<file path="config.mk">
export PLATFORM = sky130hd
export DESIGN_NAME = conv1d_job_sequencer
export DESIGN_NICKNAME = d
export VERILOG_FILES = /design/src/rtl/conv1d_job_sequencer.sv
export SDC_FILE = /design/constraint.sdc
export NUM_CORES = 1
export LEC_CHECK = 0
export ABC_AREA = 1
export CORE_ASPECT_RATIO = 0.6
export CORE_UTILIZATION = 40
export CTS_BUF_LIST = sky130_fd_sc_hd__clkbuf_4 sky130_fd_sc_hd__clkbuf_8
export CTS_CLUSTER_SIZE = 8
export DETAILED_ROUTE_END_ITERATION = 10
export GPL_TIMING_DRIVEN = 0
export RECOVER_POWER = 50
export SYNTH_ARGS = -nofsm -noshare
export SYNTH_HDL_FRONTEND = slang
export SYNTH_SLANG_ARGS = --single-unit
</file>
<file path="constraint.sdc">
create_clock -name clk -period 15.25 [get_ports clk]
set_input_delay 2.2875 -clock clk [delete_from_list [all_inputs] [get_ports clk]]
set_output_delay 2.2875 -clock clk [all_outputs]
set_load 0.02 [all_outputs]
</file>
<file path="src/rtl/conv1d_job_sequencer.sv">
// rtl/conv1d_job_sequencer.sv - queues operand pairs and sequences a conv1d engine job per RUN command
module conv1d_job_sequencer #(
  parameter int unsigned DEPTH    = 16,
  parameter int unsigned TIMEOUT  = 1024,
  parameter logic [6:0]  LOAD_CMD = 7'd1,
  parameter logic [6:0]  EXEC_CMD = 7'd2
) (
  input  logic        clk,
  input  logic        reset,
  input  logic        cmd_valid,
  output logic        cmd_ready,
  input  logic [9:0]  cmd_payload_function_id,
  input  logic [31:0] cmd_payload_inputs_0,
  input  logic [31:0] cmd_payload_inputs_1,
  output logic        rsp_valid,
  input  logic        rsp_ready,
  output logic [31:0] rsp_payload_outputs_0,
  output logic        eng_en,
  output logic [6:0]  eng_cmd,
  output logic [31:0] eng_inp0,
  output logic [31:0] eng_inp1,
  input  logic [31:0] eng_ret,
  input  logic        eng_valid
);
  localparam int AW = (DEPTH > 1) ? $clog2(DEPTH) : 1;
  localparam int CW = AW + 1;
  localparam int TW = (TIMEOUT > 1) ? $clog2(TIMEOUT) : 1;

  localparam logic [6:0] OP_PUSH   = 7'h00;
  localparam logic [6:0] OP_RUN    = 7'h01;
  localparam logic [6:0] OP_STATUS = 7'h02;
  localparam logic [6:0] OP_FLUSH  = 7'h03;

  typedef enum logic [2:0] {S_IDLE, S_LOAD, S_EXEC, S_WAIT, S_RESP} state_t;

  state_t      state_q, state_d;
  logic [AW-1:0] wr_ptr_q, wr_ptr_d, rd_ptr_q, rd_ptr_d;
  logic [CW-1:0] occ_q, occ_d;
  logic [15:0] job_n_q, job_n_d, load_left_q, load_left_d;
  logic [TW-1:0] wait_cnt_q, wait_cnt_d;
  logic [31:0] ret_q, ret_d;
  logic [6:0]  eng_cmd_q, eng_cmd_d;
  logic [31:0] eng_inp0_q, eng_inp0_d, eng_inp1_q, eng_inp1_d;
  logic [63:0] fifo_mem_q [DEPTH];
  logic        push_en;

  logic [6:0]  funct7;
  logic [15:0] run_n;
  logic        accept, fifo_full, run_err, wait_expired;
  logic [63:0] head;
  logic        unused_ok;

  assign funct7       = cmd_payload_function_id[9:3];
  assign run_n        = cmd_payload_inputs_0[15:0];
  assign accept       = cmd_valid && (state_q == S_IDLE);
  assign fifo_full    = (occ_q == CW'(DEPTH));
  assign run_err      = {16'b0, run_n} > 32'(occ_q);
  assign wait_expired = (wait_cnt_q == TW'(TIMEOUT - 1));
  assign head         = fifo_mem_q[rd_ptr_q];
  assign unused_ok    = ^cmd_payload_function_id[2:0];

  // State register, async reset aborts any job in flight
  always_ff @(posedge clk or posedge reset) begin
    if (reset) state_q <= S_IDLE;
    else       state_q <= state_d;
  end

  // Datapath registers: FIFO pointers, job counters, response and held engine operands
  always_ff @(posedge clk or posedge reset) begin
    if (reset) begin
      wr_ptr_q    <= '0;
      rd_ptr_q    <= '0;
      occ_q       <= '0;
      job_n_q     <= '0;
      load_left_q <= '0;
      wait_cnt_q  <= '0;
      ret_q       <= '0;
      eng_cmd_q   <= '0;
      eng_inp0_q  <= '0;
      eng_inp1_q  <= '0;
    end else begin
      wr_ptr_q    <= wr_ptr_d;
      rd_ptr_q    <= rd_ptr_d;
      occ_q       <= occ_d;
      job_n_q     <= job_n_d;
      load_left_q <= load_left_d;
      wait_cnt_q  <= wait_cnt_d;
      ret_q       <= ret_d;
      eng_cmd_q   <= eng_cmd_d;
      eng_inp0_q  <= eng_inp0_d;
      eng_inp1_q  <= eng_inp1_d;
    end
  end

  // FIFO storage; contents need no reset because occupancy gates every read
  always_ff @(posedge clk) begin
    if (push_en) fifo_mem_q[wr_ptr_q] <= {cmd_payload_inputs_0, cmd_payload_inputs_1};
  end

  // Next-state logic
  always_comb begin
    state_d = state_q;
    case (state_q)
      S_IDLE: begin
        if (accept) begin
          if (funct7 == OP_RUN) begin
            if (run_err)            state_d = S_RESP;
            else if (run_n == 16'd0) state_d = S_EXEC;
            else                     state_d = S_LOAD;
          end else begin
            state_d = S_RESP;
          end
        end
      end
      S_LOAD:  if (load_left_q == 16'd1) state_d = S_EXEC;
      S_EXEC:  state_d = S_WAIT;
      S_WAIT:  if (eng_valid || wait_expired) state_d = S_RESP;
      S_RESP:  if (rsp_ready) state_d = S_IDLE;
      default: state_d = S_IDLE;
    endcase
  end

  // Output and datapath logic; engine operands are presented live while strobing and held otherwise
  always_comb begin
    wr_ptr_d    = wr_ptr_q;
    rd_ptr_d    = rd_ptr_q;
    occ_d       = occ_q;
    job_n_d     = job_n_q;
    load_left_d = load_left_q;
    wait_cnt_d  = wait_cnt_q;
    ret_d       = ret_q;
    eng_cmd_d   = eng_cmd_q;
    eng_inp0_d  = eng_inp0_q;
    eng_inp1_d  = eng_inp1_q;
    push_en     = 1'b0;
    case (state_q)
      S_IDLE: begin
        if (accept) begin
          case (funct7)
            OP_PUSH: begin
              if (!fifo_full) begin
                push_en  = 1'b1;
                wr_ptr_d = wr_ptr_q + AW'(1);
                occ_d    = occ_q + CW'(1);
                ret_d    = 32'(occ_q) + 32'd1;
              end else begin
                ret_d = 32'hFFFF_FFFF;
              end
            end
            OP_RUN: begin
              job_n_d     = run_n;
              load_left_d = run_n;
              if (run_err) ret_d = 32'hFFFF_FFFE;
            end
            OP_STATUS: ret_d = 32'(occ_q);
            OP_FLUSH: begin
              ret_d    = 32'(occ_q);
              occ_d    = '0;
              rd_ptr_d = wr_ptr_q;
            end
            default: ret_d = 32'hFFFF_FFFD;
          endcase
        end
      end
      S_LOAD: begin
        rd_ptr_d    = rd_ptr_q + AW'(1);
        occ_d       = occ_q - CW'(1);
        load_left_d = load_left_q - 16'd1;
        eng_cmd_d   = LOAD_CMD;
        eng_inp0_d  = head[63:32];
        eng_inp1_d  = head[31:0];
      end
      S_EXEC: begin
        eng_cmd_d  = EXEC_CMD;
        eng_inp0_d = {16'b0, job_n_q};
        eng_inp1_d = '0;
        wait_cnt_d = '0;
      end
      S_WAIT: begin
        if (eng_valid)         ret_d = eng_ret;
        else if (wait_expired) ret_d = 32'hDEAD_0000 | {16'b0, job_n_q};
        else                   wait_cnt_d = wait_cnt_q + TW'(1);
      end
      default: ;
    endcase

    cmd_ready             = (state_q == S_IDLE);
    rsp_valid             = (state_q == S_RESP);
    rsp_payload_outputs_0 = ret_q;
    eng_en                = (state_q == S_LOAD) || (state_q == S_EXEC);
    eng_cmd               = eng_cmd_q;
    eng_inp0              = eng_inp0_q;
    eng_inp1              = eng_inp1_q;
    if (state_q == S_LOAD) begin
      eng_cmd  = LOAD_CMD;
      eng_inp0 = head[63:32];
      eng_inp1 = head[31:0];
    end else if (state_q == S_EXEC) begin
      eng_cmd  = EXEC_CMD;
      eng_inp0 = {16'b0, job_n_q};
      eng_inp1 = '0;
    end
  end
endmodule
</file>
==> flow_summary.ini <==
[run_status]
outcome = finished with violations
violations = capacitance limit, slew limit

[power]
p_comb_share_pct = 13.0
p_seq_share_pct = 50.7
power_leakage_nw = 20.4
switchingPower_mw = 1.94
clockPowerShare_pct = 36.3
peakVddDrop_v = 0.0000826
powerDensity_nw_per_um2 = 125
sw_frac_of_total_pct = 27.2
intPower_mw = 5.20
power_mw = 7.14

[yosys]
syn_inst = 4028
yosysSeqAreaShare_pct = 72.0
ys_async_sr_fraction_pct = 13.2
ys_types = 36
synth_edf_count = 1024
ys_seq_elements = 1180
synth_area_um2 = 48100
synth_flop_cell = edfxtp_1
syn_area_per_cell_um2 = 11.9
ys_warn_count = 0

[grt]
met1_usage_pct = 41.9
grt_pass1_wl_um = 235000
overflow = 0
busiest_layer = met1
grt_use_total_pct = 26.8
grt_util_met3_pct = 6.93
antenna_found_initial = 12
first_global_vias = 32555
met2_usage_pct = 35.6
grt_max_degree = 89

[setup_path]
cp-end-kind = asynchronous set/reset pin
crit_start = reset
start_kind = input port
endpoint = eng_inp0_q[2]$_DFFE_PP0P_
critPathRequiredTime_ps = 15230
ff2ff_path_depth = 8
crit_path_max_fanout = 88
r2r_slack_ps = 11360
rr_startpoint = state_q[2]$_DFFE_PP0P_
cp.arrival_ps = 8670
critPathKind = in2async
r2r_end = eng_inp1_q[26]$_DFFE_PP0P_

[clock_tree]
cts_sinks = 1180
clk_latency_ps = 900
clock-root-buffer = clkbuf_8
ctsHoldBuffers = 0
cts_max_level = 4
postCtsSetupRepairBufs = 0
clk_path_buf_depth = 3
ctsResizeCount = 0
clkSlewWorstSetupHoldPaths_ps = 60
cts_inserted_buffers = 177
cts_tree = built

[cells_and_area]
register_area_um2 = 34700
layout_common_cells = 1024 x edfxtp_1, 758 x nor2_1, 598 x o21ai_0
nets = 4601
layout_commonest_cell = edfxtp_1
num-fill-cells = 10691
drive_gt1_share_pct = 10.4
final_cell_area_um2 = 57000
area_delta_synth_final_pct = 18.4
multi_input_area_um2 = 12000

[timing]
tightest_slew_ps = 4700
maxSlewViolCount = 159
rsz0062_at_grt = no
finalClockSkew_ps = 60.0
max-slew-margin-rel_pct = -213
finalCritPeriodShare_pct = 57.0
setup_viol = 0
fmax_ghz = 0.115
final_hold_viol_count = 0
tns_ps = 0
fin_crit_ps = 8690

[route]
ant_nets = 0
drc_errors = 0
vias = 35151
first_pass_iters = 8
drtIter0Drc = 5556
via_per_inst = 5.66
totalWireLength_um = 165000
wl_per_cell_um = 26.7

[floorplan]
fp.dieW_um = 450
initial_core_util_pct = 40.4
die_area_um2 = 122000
core_area_um2 = 119000
die_h_um = 271
ios = 217
rows = 98

[placed_design]
placed_cell_area_um2 = 53600
io_buffer_count = 208
place_hpwl_um = 111000
gp_congestion = 0.880

[worst_hold_path]
hold_path.class = reg2reg

[flow_run]
drv_cap = 2
[kinds of logic after synthesis]
| kind of cell | share of synthesized area (%) |
|---|---|
| AOI/OAI and AO/OA | 11.7 |
| DFF | 72.0 |
| other | 0.00780 |
| buffers and inverters | 3.30 |
| xor gates and xnor gates | 0.182 |
| adders and majority gates | 0.416 |
| and+or+nand+nor | 12.3 |
[metal layers]
metal	vias to the layer above	routed length, um	share of wire (%)
li1	15362	-	-
met1	17119	72800	44
met2	2378	65700	40
met3	292	22200	13
met4	0	4710	2.8
met5	-	0	0
[worst max-delay path: stages]
cell	delay [ps]
dlygate4sd3_1	550
clkinvlp_2	2530
clkbuf_1	3090
[power groups by stage]
| stage | clock [mW] | sequential (mW) | combinational [mW] |
|---|---|---|---|
| finish | 2.60 | 3.62 | 0.926 |
| global route | 2.75 | 3.63 | 0.991 |
| CTS | 2.62 | 3.62 | 0.911 |
| detailed placement | 0 | 3.69 | 0.908 |
| global placement | 0 | 3.68 | 0.894 |
| floorplan | 0 | 3.73 | 0.430 |
[layout make-up]
cell class              instances  area share [%]
diodes                          8          0.0351
plain buffers                 262            2.17
clock buffers                 279            5.70
clock inverters                24           0.264
inverters                      89           0.593
multi-input cells            2501            21.0
flip-flops and latches       1180            60.8
well taps                    1600            3.51
repair buffers                263            5.85
[flip-flops by register name, indices dropped and copies added (netlist names), 4 cells and up]
| signal | cells |
|---|---|
| eng_inp0_q | 32 |
| wait_cnt_q | 10 |
| fifo_mem_q | 1024 |
| occ_q | 5 |
| wr_ptr_q | 4 |
| job_n_q | 16 |
| eng_inp1_q | 32 |
| load_left_q | 16 |
| rd_ptr_q | 4 |
| rsp_payload_outputs_0 | 32 |
[Yosys cell counts, drive strengths merged, types with 8 or more instances]
cell | number | share of area (%)
o21ai | 655 | 6.8
nor3 | 11 | 0.15
dfrtp | 156 | 8.1
nor2 | 777 | 6.1
inv | 87 | 0.68
o221ai | 65 | 1.2
edfxtp | 1024 | 64
xor2 | 9 | 0.16
nand4 | 8 | 0.10
clkbuf | 140 | 1.1
buf | 122 | 1.5
nand2 | 547 | 4.3
nand3 | 163 | 1.7
a22oi | 16 | 0.25
ha | 16 | 0.42
o211ai | 202 | 3.2
a21oi | 19 | 0.22
[stage by stage]
| step | instances | utilization (%) | setup slack (ps) | hold WS [ps] |
|---|---|---|---|---|
| 2_1_floorplan | 4032 | - | 8760 | 437 |
| 3_3_place_gp | 5840 | 43.8 | 3800 | 450 |
| 3_5_place_dp | 5895 | 45.0 | 9320 | 457 |
| 4_1_cts | 6198 | 47.8 | 8330 | 474 |
| 5_1_grt | 6201 | 47.8 | 5210 | 493 |
| 6_report | 6206 | 47.8 | 6560 | 471 |
[worst min-delay path by stage]
stage / endpoint / start / cells past startpoint / slack [ps]
after global routing: eng_cmd_q[1]$_DFFE_PP0P_ / eng_cmd_q[1]$_DFFE_PP0P_ / 2 / 490
after CTS: rsp_payload_outputs_0[15]$_DFFE_PP0P_ / rsp_payload_outputs_0[15]$_DFFE_PP0P_ / 2 / 470
after global placement: eng_cmd_q[1]$_DFFE_PP0P_ / eng_cmd_q[1]$_DFFE_PP0P_ / 2 / 450
after detailed placement: rsp_payload_outputs_0[15]$_DFFE_PP0P_ / rsp_payload_outputs_0[15]$_DFFE_PP0P_ / 2 / 460
after floorplan: eng_cmd_q[0]$_DFFE_PP0P_ / eng_cmd_q[0]$_DFFE_PP0P_ / 2 / 440
final: eng_inp1_q[17]$_DFFE_PP0P_ / eng_inp1_q[17]$_DFFE_PP0P_ / 2 / 470
Power figures use the tool's default switching activity.
